$ cat config.mk
export PLATFORM = sky130hd
export DESIGN_NAME = led_mode_sequencer_flat
export DESIGN_NICKNAME = d
export VERILOG_FILES = /design/src/rtl/led_mode_sequencer_if.sv /design/src/rtl/led_mode_sequencer.sv /design/src/flat_wrapper.sv
export SDC_FILE = /design/constraint.sdc
export NUM_CORES = 1
export LEC_CHECK = 0
export ABC_AREA = 0
export ABC_CLOCK_PERIOD_IN_PS = 4000
export BUFFER_PORTS_ARGS = -buffer_cell sky130_fd_sc_hd__buf_2
export CAP_MARGIN = 20
export CELL_PAD_IN_SITES_DETAIL_PLACEMENT = 1
export CELL_PAD_IN_SITES_GLOBAL_PLACEMENT = 1
export CORE_UTILIZATION = 45
export CTS_CLUSTER_SIZE = 14
export DETAILED_ROUTE_END_ITERATION = 16
export PLACE_DENSITY_LB_ADDON = 0.1
export SKIP_CTS_REPAIR_TIMING = 1
export SLEW_MARGIN = 0
export SYNTH_ARGS = -nofsm -noshare
export SYNTH_HDL_FRONTEND = slang
export SYNTH_SLANG_ARGS = --single-unit
$ cat constraint.sdc
create_clock -name CLK_IN -period 4 [get_ports CLK_IN]
set_input_delay 0 -clock CLK_IN [delete_from_list [all_inputs] [get_ports CLK_IN]]
set_output_delay 0 -clock CLK_IN [all_outputs]
set_load 0.05 [all_outputs]
$ cat src/rtl/led_mode_sequencer_if.sv
// Button, speed and LED-bank signals of the LED mode sequencer.
// The board side is the master and the sequencer is the slave.
interface led_mode_sequencer_if;
    logic       BTN_MODE;
    logic       BTN_PAUSE;
    logic [1:0] SPEED;
    logic [7:0] LED;
    logic [1:0] MODE;
    logic       TICK;

    modport master (
        output BTN_MODE, BTN_PAUSE, SPEED,
        input  LED, MODE, TICK
    );

    modport slave (
        input  BTN_MODE, BTN_PAUSE, SPEED,
        output LED, MODE, TICK
    );
endinterface

$ cat src/rtl/led_mode_sequencer.sv
// LED bank sequencer: four display modes stepped by a debounced button, with
// pause and a speed-scaled tick generator.
module led_mode_sequencer #(
    parameter int unsigned DIV_MAX = 10000000,
    parameter int unsigned LOCKOUT = 500000
) (
    input logic                  CLK_IN,
    input logic                  RST_N,
    led_mode_sequencer_if.slave  bus
);

    localparam int unsigned DIV_W = $clog2(DIV_MAX + 1);
    localparam int unsigned LK_W  = $clog2(LOCKOUT + 1);

    typedef enum logic [1:0] {
        ST_UP    = 2'd0,
        ST_DOWN  = 2'd1,
        ST_SCAN  = 2'd2,
        ST_BLINK = 2'd3
    } mode_t;

    mode_t             state, state_next;
    logic [7:0]        led, led_next;
    logic [DIV_W-1:0]  div, div_next;
    logic              tick, tick_next;
    logic              scan_right, scan_right_next;
    logic              paused, paused_next;
    logic [LK_W-1:0]   mode_lock, mode_lock_next;
    logic [LK_W-1:0]   pause_lock, pause_lock_next;
    logic [2:0]        mode_sync, pause_sync;

    logic              mode_press, pause_press;
    logic [31:0]       period, period_m1;
    logic              fire;
    logic [7:0]        scan_shift;

    always_ff @(posedge CLK_IN) begin
        if (!RST_N) begin
            state      <= ST_UP;
            led        <= '0;
            div        <= '0;
            tick       <= 1'b0;
            scan_right <= 1'b0;
            paused     <= 1'b0;
            mode_lock  <= '0;
            pause_lock <= '0;
            mode_sync  <= '0;
            pause_sync <= '0;
        end else begin
            state      <= state_next;
            led        <= led_next;
            div        <= div_next;
            tick       <= tick_next;
            scan_right <= scan_right_next;
            paused     <= paused_next;
            mode_lock  <= mode_lock_next;
            pause_lock <= pause_lock_next;
            mode_sync  <= {mode_sync[1:0], bus.BTN_MODE};
            pause_sync <= {pause_sync[1:0], bus.BTN_PAUSE};
        end
    end

    always_comb begin
        state_next      = state;
        led_next        = led;
        div_next        = div;
        tick_next       = 1'b0;
        scan_right_next = scan_right;
        paused_next     = paused;
        mode_lock_next  = mode_lock;
        pause_lock_next = pause_lock;

        // sync[1] is the synchronized level, sync[2] its previous value
        mode_press  = mode_sync[1]  & ~mode_sync[2]  & (mode_lock  == '0);
        pause_press = pause_sync[1] & ~pause_sync[2] & (pause_lock == '0);

        period = DIV_MAX >> bus.SPEED;
        if (period == 32'd0) period = 32'd1;
        period_m1 = period - 32'd1;
        fire = (32'(div) >= period_m1);

        scan_shift = scan_right ? (led >> 1) : (led << 1);

        if (mode_press)           mode_lock_next = LK_W'(LOCKOUT);
        else if (mode_lock != '0) mode_lock_next = mode_lock - 1'b1;
        if (pause_press)           pause_lock_next = LK_W'(LOCKOUT);
        else if (pause_lock != '0) pause_lock_next = pause_lock - 1'b1;

        if (pause_press) paused_next = ~paused;

        if (mode_press) begin
            div_next        = '0;
            scan_right_next = 1'b0;
            case (state)
                ST_UP:    begin state_next = ST_DOWN;  led_next = 8'hFF; end
                ST_DOWN:  begin state_next = ST_SCAN;  led_next = 8'h01; end
                ST_SCAN:  begin state_next = ST_BLINK; led_next = 8'h00; end
                default:  begin state_next = ST_UP;    led_next = 8'h00; end
            endcase
        end else if (!paused) begin
            if (fire) begin
                div_next  = '0;
                tick_next = 1'b1;
                case (state)
                    ST_UP:   led_next = led + 8'd1;
                    ST_DOWN: led_next = led - 8'd1;
                    ST_SCAN: begin
                        led_next = scan_shift;
                        if (scan_shift == 8'h80) scan_right_next = 1'b1;
                        if (scan_shift == 8'h01) scan_right_next = 1'b0;
                    end
                    default: led_next = ~led;
                endcase
            end else begin
                div_next = div + 1'b1;
            end
        end
    end

    assign bus.LED  = led;
    assign bus.MODE = state;
    assign bus.TICK = tick;

endmodule

$ cat src/flat_wrapper.sv
// flat-port wrapper written by rule: the top's interface ports become plain ports
module led_mode_sequencer_flat 
#(
    parameter int unsigned DIV_MAX = 10000000,
    parameter int unsigned LOCKOUT = 500000
)
  (CLK_IN, RST_N, bus_BTN_MODE, bus_BTN_PAUSE, bus_SPEED, bus_LED, bus_MODE, bus_TICK);
  led_mode_sequencer_if bus_i ();
  input logic CLK_IN;
  input logic RST_N;
  input wire logic [$bits(bus_i.BTN_MODE)-1:0] bus_BTN_MODE;
  input wire logic [$bits(bus_i.BTN_PAUSE)-1:0] bus_BTN_PAUSE;
  input wire logic [$bits(bus_i.SPEED)-1:0] bus_SPEED;
  output wire logic [$bits(bus_i.LED)-1:0] bus_LED;
  output wire logic [$bits(bus_i.MODE)-1:0] bus_MODE;
  output wire logic [$bits(bus_i.TICK)-1:0] bus_TICK;
  assign bus_i.BTN_MODE = bus_BTN_MODE;
  assign bus_i.BTN_PAUSE = bus_BTN_PAUSE;
  assign bus_i.SPEED = bus_SPEED;
  assign bus_LED = bus_i.LED;
  assign bus_MODE = bus_i.MODE;
  assign bus_TICK = bus_i.TICK;
  led_mode_sequencer #(.DIV_MAX(DIV_MAX), .LOCKOUT(LOCKOUT)) u_core (.CLK_IN(CLK_IN), .RST_N(RST_N), .bus(bus_i));
endmodule
; Word level (Yosys, flattened, before mapping)
; Cells that the tools add are included.
[word_totals]
register_bits = 81
inputBits = 6
out_inout_bits = 11
elab_cells = 65
[classes]
addsub = 6
magnitude_cmp = 1
eq_ne = 5
n_shift = 1
mux = 16
bitwise_logic = 9
n_reduce_logical = 15
[op_table]
columns = cell, count
row1 = $mux W19, 4
row2 = $logic_not A19 Y1, 2
row3 = $reduce_bool A19 Y1, 2
row4 = $sub A19 B1 Y19 const B, 2
row5 = $ge A24 B32 Y1, 1
row6 = $logic_not A32 Y1, 1
row7 = $mux W32, 1
row8 = $mux W8, 4
row9 = $shr A24 B2 Y32 const A, 1
row10 = $sub A32 B1 Y32 const B, 1
row11 = $add A24 B1 Y24 const B, 1
row12 = $mux W24, 1
row13 = $pmux W8 S3, 1
row14 = $pmux W8 S2, 1
row15 = $add A8 B1 Y8 const B, 1
row16 = $eq A8 B1 Y1 const B, 1
row17 = $eq A8 B8 Y1 const B, 1
row18 = $not A8 Y8, 1
row19 = $reduce_bool A2 Y1, 4
row20 = $sub A8 B1 Y8 const B, 1
row21 = $pmux W2 S3, 1
row22 = $and A1 B1 Y1, 4
row23 = $not A1 Y1, 4
row24 = $reduce_and A4 Y1, 1
row25 = 8 further kinds, 11

; Depth between registers and ports, before layout
; Gate-level depths: netlist of run 1.
[logic_depth]
word_depth = 8
mapped_depth = 13
ltp_nobuf = 12

; Least setup slack after synthesis of run 1
; OpenSTA, ideal clock, no wires.
[synth_timing]
kind = register -> register
startpoint = register u_core.state[1] (netlist: u_core.bus.MODE[1])
endpoint = register u_core.led[7] (netlist: u_core.bus.LED[7])
setup_ns = 0.127
t_arrival_ns = 2.713
required_ns = 3.873
setup_slack_ns = 1.160
path_stages_with_launch = 10
n_path_buf = 0
period_less_slack_ns = 2.840
cell_sequence = dfxtp_1 inv_1 ha_1 ha_1 or4_1 o21ai_0 nor2_1 o311a_1 nor4_1 o32ai_1
[synth_between]
elab_chain_len = 5
word_cells_on_any_way = 8
cone_classes = eq/ne (2) / mux (5) / reduce/logical (1)
[synth_lines]
columns = item, line
row1 = "start, declared", led_mode_sequencer.sv:22  ; mode_t state, state_next;
row2 = "start signal, assigned", led_mode_sequencer.sv:50  ; state <= state_next;
row3 = "$eq A2 B2 Y1, or another cell as far along", led_mode_sequencer.sv:104  ; case (state)
row4 = $pmux W8 S3, led_mode_sequencer.sv:104
row5 = $mux W8, led_mode_sequencer.sv:101  ; if (fire) begin
row6 = $mux W8, led_mode_sequencer.sv:100  ; end else if (!paused) begin
row7 = $mux W8 (*), led_mode_sequencer.sv:91  ; if (mode_press) begin
row8 = "end signal, assigned", led_mode_sequencer.sv:51  ; led <= led_next;
row9 = "end, declared", led_mode_sequencer.sv:23  ; logic [7:0] led, led_next;
; Mark *: on every way between the ends. The rest lies on a longest branch, timed or not. The select of a mux whose other input is x is not followed.
; A chain may end at the register's enable or synchronous reset.

; Final worst setup path of run 1
; Ends and elaborated chain as after synthesis.

==> reports/results.ini, run 1 <==
[drt]
drc_errors=0
firstDrtPassIters=5
vias=4320
ant_nets=0
drt_iter0_drc=173
via_per_inst=5.83
wl_per_cell_um=16.7
routed_wl_um=12400

[min_path]
hold_depth=2
hp-class=input port to flop

[yosys]
synth_area_leaders=dfxtp_1 33%, ha_1 11%, nor2_1 6.0%, xnor2_1 3.9%, xor2_1 3.5%
synth_area_leader_cell=dfxtp_1
syn-num-nets=632
synth_warnings=0
synth-async-reset-ratio_pct=0
synth_edf_count=0
ys_types=66
syn_inst=582
seq_area_frac_synth_pct=32.8
netlist.area_leader.share_pct=32.8
syn_area_um2=4940
ys_ff_latch=81
synth.most_common_cell=dfxtp_1
synthFlopType=dfxtp_1
synthTopCellsByCount=81 x dfxtp_1, 79 x nor2_1, 43 x ha_1
syn_area_per_cell_um2=8.49

[sta]
fin_tns_setup_ns=0
worstMarginPinSlew_ns=0.845
fmax_mhz=349
clock_skew_ns=0.00926
finalSetupViolCount=0
hold_violations=0
fin_crit_sh_pct=71.6
rsz0062_at_grt=false
maxSlewHeadroom_pct=43.1
setup_slack_ns=1.14
period_minus_slack_ns=2.86
slew_violations=0
holdWs_ns=0.0809

[worst_setup_path]
setup.worst_path.start_class=flop
crit_path_max_fanout=12
cp.required_ns=4.21
critPathCaptureType=flop
r2r_cells=9
cp.buffers_inverters=1
cp.arrival_ns=3.08
cp_cell_sequence=inv_1 > ha_1 > ha_1 > or4_1 > o21ai_0 > nor2_1 > o311a_1 > nor4_1 > o32ai_1
cpMostUsedCell=ha_1
worst-path-stages=9
max_stage_delay_ns=0.59
critPathKind=flop to flop
cp_slowest_cell=or4_1
critPathTopFamily=simple AND/OR/NAND/NOR gates

[clock_tree]
cts_tree=built
insertion_delay_ns=0.35
root_buffer=clkbuf_8
cts_buffers=9
cts.sinks=81
clkSlewWorstSetupHoldPaths_ns=0.08
clock_path_buffers=2
htreeDepth=3

[grt]
antenna_found_initial=0
grt_pass1_vias=4446
grt_overflow=0
grt_pass1_wl_um=21600
track_usage_pct=23.5
grt_start_max_net_pins=23

[power_and_ir_drop]
p_per_area_nw_per_um2=585
vdd_ir_drop_max_uv=438
finalPower_mw=3.15
p_leak_nw=2.19

[finish]
area_delta_synth_final_pct=9.14
drive_gt1_share_pct=8.93
num-nets-final=651
diodes=0
nFillCells=1278

[placement]
numPortBuffers=16
place.gp.congestion=0.845
dpl_worst_slack_ns=1.10
dpl.hpwl_um=9340

[die]
core_area_um2=10500
die_h_um=107
die-area_um2=11400
die_w_um=107
io-pin-count=17
start_util_pct=47.2
std_cell_rows=37

[flow_run]
cap_viol_max_count=0

[status]
outcome=finished, final reports clean

power breakdown:
part | leakage [nW] | internal [mW] | total, mW | switching, mW
Clock | 0.115 | 0.409 | 0.709 | 0.300
Sequential | 0.660 | 0.967 | 1.14 | 0.175
Combinational | 1.41 | 0.534 | 1.30 | 0.769
Total | 2.19 | 1.91 | 3.15 | 1.24
kinds of logic (layout without fill, tap and decap cells):
kind of cell / after synthesis / after routing / synth area share, %
and+or+nand+nor: 251 / 251 / 26.2
AOI/OAI and AO/OA: 111 / 111 / 15.9
DFF: 81 / 81 / 32.8
buffers and inverters: 40 / 63 / 3.52
adders and majority gates: 44 / 44 / 11.3
xor gates and xnor gates: 42 / 42 / 7.44
muxes: 13 / 13 / 2.79
per-layer routing:
metal | track usage, % | vias to the layer above | share of wire (%)
li1 | - | 2164 | -
met1 | 31.6 | 2113 | 50
met2 | 39.4 | 34 | 48
met3 | 3.71 | 9 | 1.8
met4 | 5.48 | 0 | 0.82
met5 | 0 | - | 0
per-stage QoR:
| step | instances | instance area [µm²] | util (%) |
|---|---|---|---|
| floorplan | 582 | 4940 | - |
| detailed placement | 724 | 5140 | 49.1 |
| global route | 741 | 5390 | 51.5 |
| CTS | 739 | 5370 | 51.4 |
| finish | 741 | 5390 | 51.5 |
| global placement | 724 | 5140 | 49.1 |
worst paths after layout:
kind / startpoint / endpoint / slack (ns)
min: RST_N / u_core.bus.MODE[0] / 0.08
min reg2reg: u_core.pause_sync[0] / u_core.pause_sync[1] / 0.44
max reg2reg: u_core.bus.MODE[1] / u_core.bus.LED[7] / 1.14
max: u_core.bus.MODE[1] / u_core.bus.LED[7] / 1.14
placed cells by master, fill, tap and decap left out, types with 7 or more instances in the layout:
master / synthesis / final
a211oi_1: 11 / 11
a21oi_1: 28 / 28
a31oi_1: 7 / 7
and2_1: 10 / 10
buf_2: 1 / 16
clkbuf_8: 0 / 9
dfxtp_1: 81 / 81
ha_1: 43 / 43
inv_1: 27 / 27
mux2i_1: 7 / 7
nand2_1: 34 / 34
nand3_1: 24 / 24
nand4_1: 13 / 13
nor2_1: 79 / 79
nor3_1: 24 / 24
nor4_1: 17 / 17
o21ai_0: 13 / 13
o31ai_1: 9 / 9
or3_1: 9 / 9
xnor2_1: 22 / 22
xor2_1: 20 / 20
state kept, by name, indices dropped and copies added, names as in the netlist:
register	count
u_core.bus.LED	8
u_core.bus.MODE	2
u_core.bus.TICK	1
u_core.div	24
u_core.mode_lock	19
u_core.mode_sync	3
u_core.pause_lock	19
u_core.pause_sync	3
u_core.paused	1
u_core.scan_right	1
layout make-up:
cell class | count | area [µm²] | share of cell area [%]
repair buffers | 21 | 123 | 2.27
inverters | 27 | 101 | 1.88
clock inverters | 6 | 108 | 2.00
multi-input cells | 461 | 3150 | 58.3
flip-flops and latches | 81 | 1620 | 30.1
clock buffers | 9 | 124 | 2.30
well taps | 136 | 170 | 3.16
No activity file was read; power rests on OpenSTA's default activity.
==> inputs of run 2 (changes only) <==
--- a/config.mk
+++ b/config.mk
@@ -6,7 +6,7 @@
 export NUM_CORES = 1
 export LEC_CHECK = 0
 export ABC_AREA = 0
-export ABC_CLOCK_PERIOD_IN_PS = 4000
+export ABC_CLOCK_PERIOD_IN_PS = 2900
 export BUFFER_PORTS_ARGS = -buffer_cell sky130_fd_sc_hd__buf_2
 export CAP_MARGIN = 20
 export CELL_PAD_IN_SITES_DETAIL_PLACEMENT = 1
==> constraint.sdc (replaced) <==
create_clock -name CLK_IN -period 2.9 [get_ports CLK_IN]
set_input_delay 0 -clock CLK_IN [delete_from_list [all_inputs] [get_ports CLK_IN]]
set_output_delay 0 -clock CLK_IN [all_outputs]
set_load 0.05 [all_outputs]
==> run 2 against run 1 <==
  * Hold slack got worse by 0.049 ns
  * Sequential share of layout area is 0.17 points lower
  * Cell count up 1.5%
  * Clock power increased by 13%
==> reports/results.ini, run 2 (synthesis gave the netlist of run 1 again) <==
[worst_setup_path]
critPathKind=flop to flop
cp.buffers_inverters=1
setup.worst_path.start_class=flop
cp.required_ns=3.20
cp.arrival_ns=2.94
crit_path_max_fanout=15
max_stage_delay_ns=0.60
critPathCaptureType=flop
cp_cell_sequence=ha_1 > a21oi_1 > o21ai_0 > or4b_1 > a211oi_2 > buf_4 > nor4_1 > o32ai_1
cp_slowest_cell=or4b_1
critPathTopFamily=compound AO/OA/AOI/OAI gates

[finish]
stdcell_count=752
layout_common_cells=81 x dfxtp_1, 79 x nor2_1, 42 x ha_1
largest_register_ffs=24
layout_commonest_cell=dfxtp_1
num-nets-final=661
nFillCells=1285
diodes=0
reg_top3=u_core.div x24, u_core.mode_lock x19, u_core.pause_lock x19
drive_gt1_share_pct=10.7
regMostFlops=u_core.div
area_delta_synth_final_pct=9.77

[clock_tree]
cts.sinks=81
cts_tree=built
htreeDepth=3
clock_path_buffers=2
cts_buffers=9
root_buffer=clkbuf_8
insertion_delay_ns=0.39
clkSlewWorstSetupHoldPaths_ns=0.10

[die]
std_cell_rows=37
die-area_um2=11400
die_h_um=107
start_util_pct=47.2
die_w_um=107
core_area_um2=10500
io-pin-count=17

[drt]
ant_nets=0
vias=4376
via_per_inst=5.82
wl_per_cell_um=16.8
drt_iter0_drc=241
routed_wl_um=12600
firstDrtPassIters=4
drc_errors=0

[placement]
numPortBuffers=16
dpl.hpwl_um=9580
dp.cells=734
place.gp.congestion=0.842

[sta]
period_minus_slack_ns=2.64
maxSlewHeadroom_pct=40.5
rsz0062_at_grt=false
worstMarginPinSlew_ns=0.884
clock_skew_ns=0.0152
finalSetupViolCount=0
hold_violations=0
slew_violations=0
fin_tns_setup_ns=0
fin_crit_sh_pct=91.1
fmax_mhz=379

[power_and_ir_drop]
swShare_pct=42.2
vdd_ir_drop_max_uv=563
p_seq_share_pct=37.2
p_int_mw=2.44
p_per_area_nw_per_um2=778
p_comb_share_pct=43.7
p_clk_share_pct=19.0
p_sw_mw=1.78
p_leak_nw=2.21
finalPower_mw=4.22

[status]
outcome=finished, final reports clean

[grt]
grt_pass1_vias=4495
antenna_found_initial=0
track_usage_pct=23.8
grt_pass1_wl_um=21400
grt_overflow=0
grt_start_max_net_pins=20

[flow_run]
cap_viol_max_count=0

[min_path]
hp-class=input port to flop

==> run 2: power groups by stage <==
stage          sequential, mW  combinational (mW)  clock [mW]
6_report                 1.57                1.84       0.803
3_5_place_dp             1.59                1.84           0
4_1_cts                  1.57                1.85       0.832
3_3_place_gp             1.57                1.76           0
2_1_floorplan            1.57                1.42           0
5_1_grt                  1.61                2.08       0.878
==> run 2: worst paths after layout <==
path / from / end / slack (ns) / depth (start not counted)
max: u_core.div[15] / u_core.bus.LED[7] / 0.26 / 8
min reg2reg: u_core.pause_sync[0] / u_core.pause_sync[1] / 0.44 / 1
max reg2reg: u_core.div[15] / u_core.bus.LED[7] / 0.26 / 8
min: RST_N / u_core.bus.MODE[0] / 0.03 / 2
==> run 2: metal layers <==
| layer | share of wire [%] | global-route usage [%] | routed length, µm |
|---|---|---|---|
| met1 | 48 | 30.9 | 6080 |
| met2 | 47 | 38.7 | 5960 |
| met3 | 2.6 | 4.32 | 332 |
| met4 | 2.2 | 9.88 | 274 |
| met5 | 0 | 0 | 0 |
==> run 2: layout make-up <==
| class | instances | area (µm²) | area share, % |
|---|---|---|---|
| Multi-Input combinational cell | 461 | 3150 | 58.0 |
| Sequential cell | 81 | 1620 | 29.9 |
| Timing Repair Buffer | 31 | 198 | 3.64 |
| Tap cell | 136 | 170 | 3.14 |
| Clock buffer | 9 | 124 | 2.28 |
| Inverter | 27 | 101 | 1.87 |
| Clock inverter | 7 | 61.3 | 1.13 |
==> run 2: through the flow <==
step | worst slack (ns) | hold WS [ns] | cell area [µm²] | utilization, %
after floorplan | 0.0603 | 0.127 | 4940 | -
after CTS | 0.134 | -0.192 | 5400 | 51.6
final | 0.259 | 0.0316 | 5420 | 51.8
after detailed placement | 0.0513 | 0.225 | 5220 | 49.9
after global placement | 0.217 | 0.207 | 5220 | 49.9
after global routing | 0.0206 | 0.0356 | 5420 | 51.8
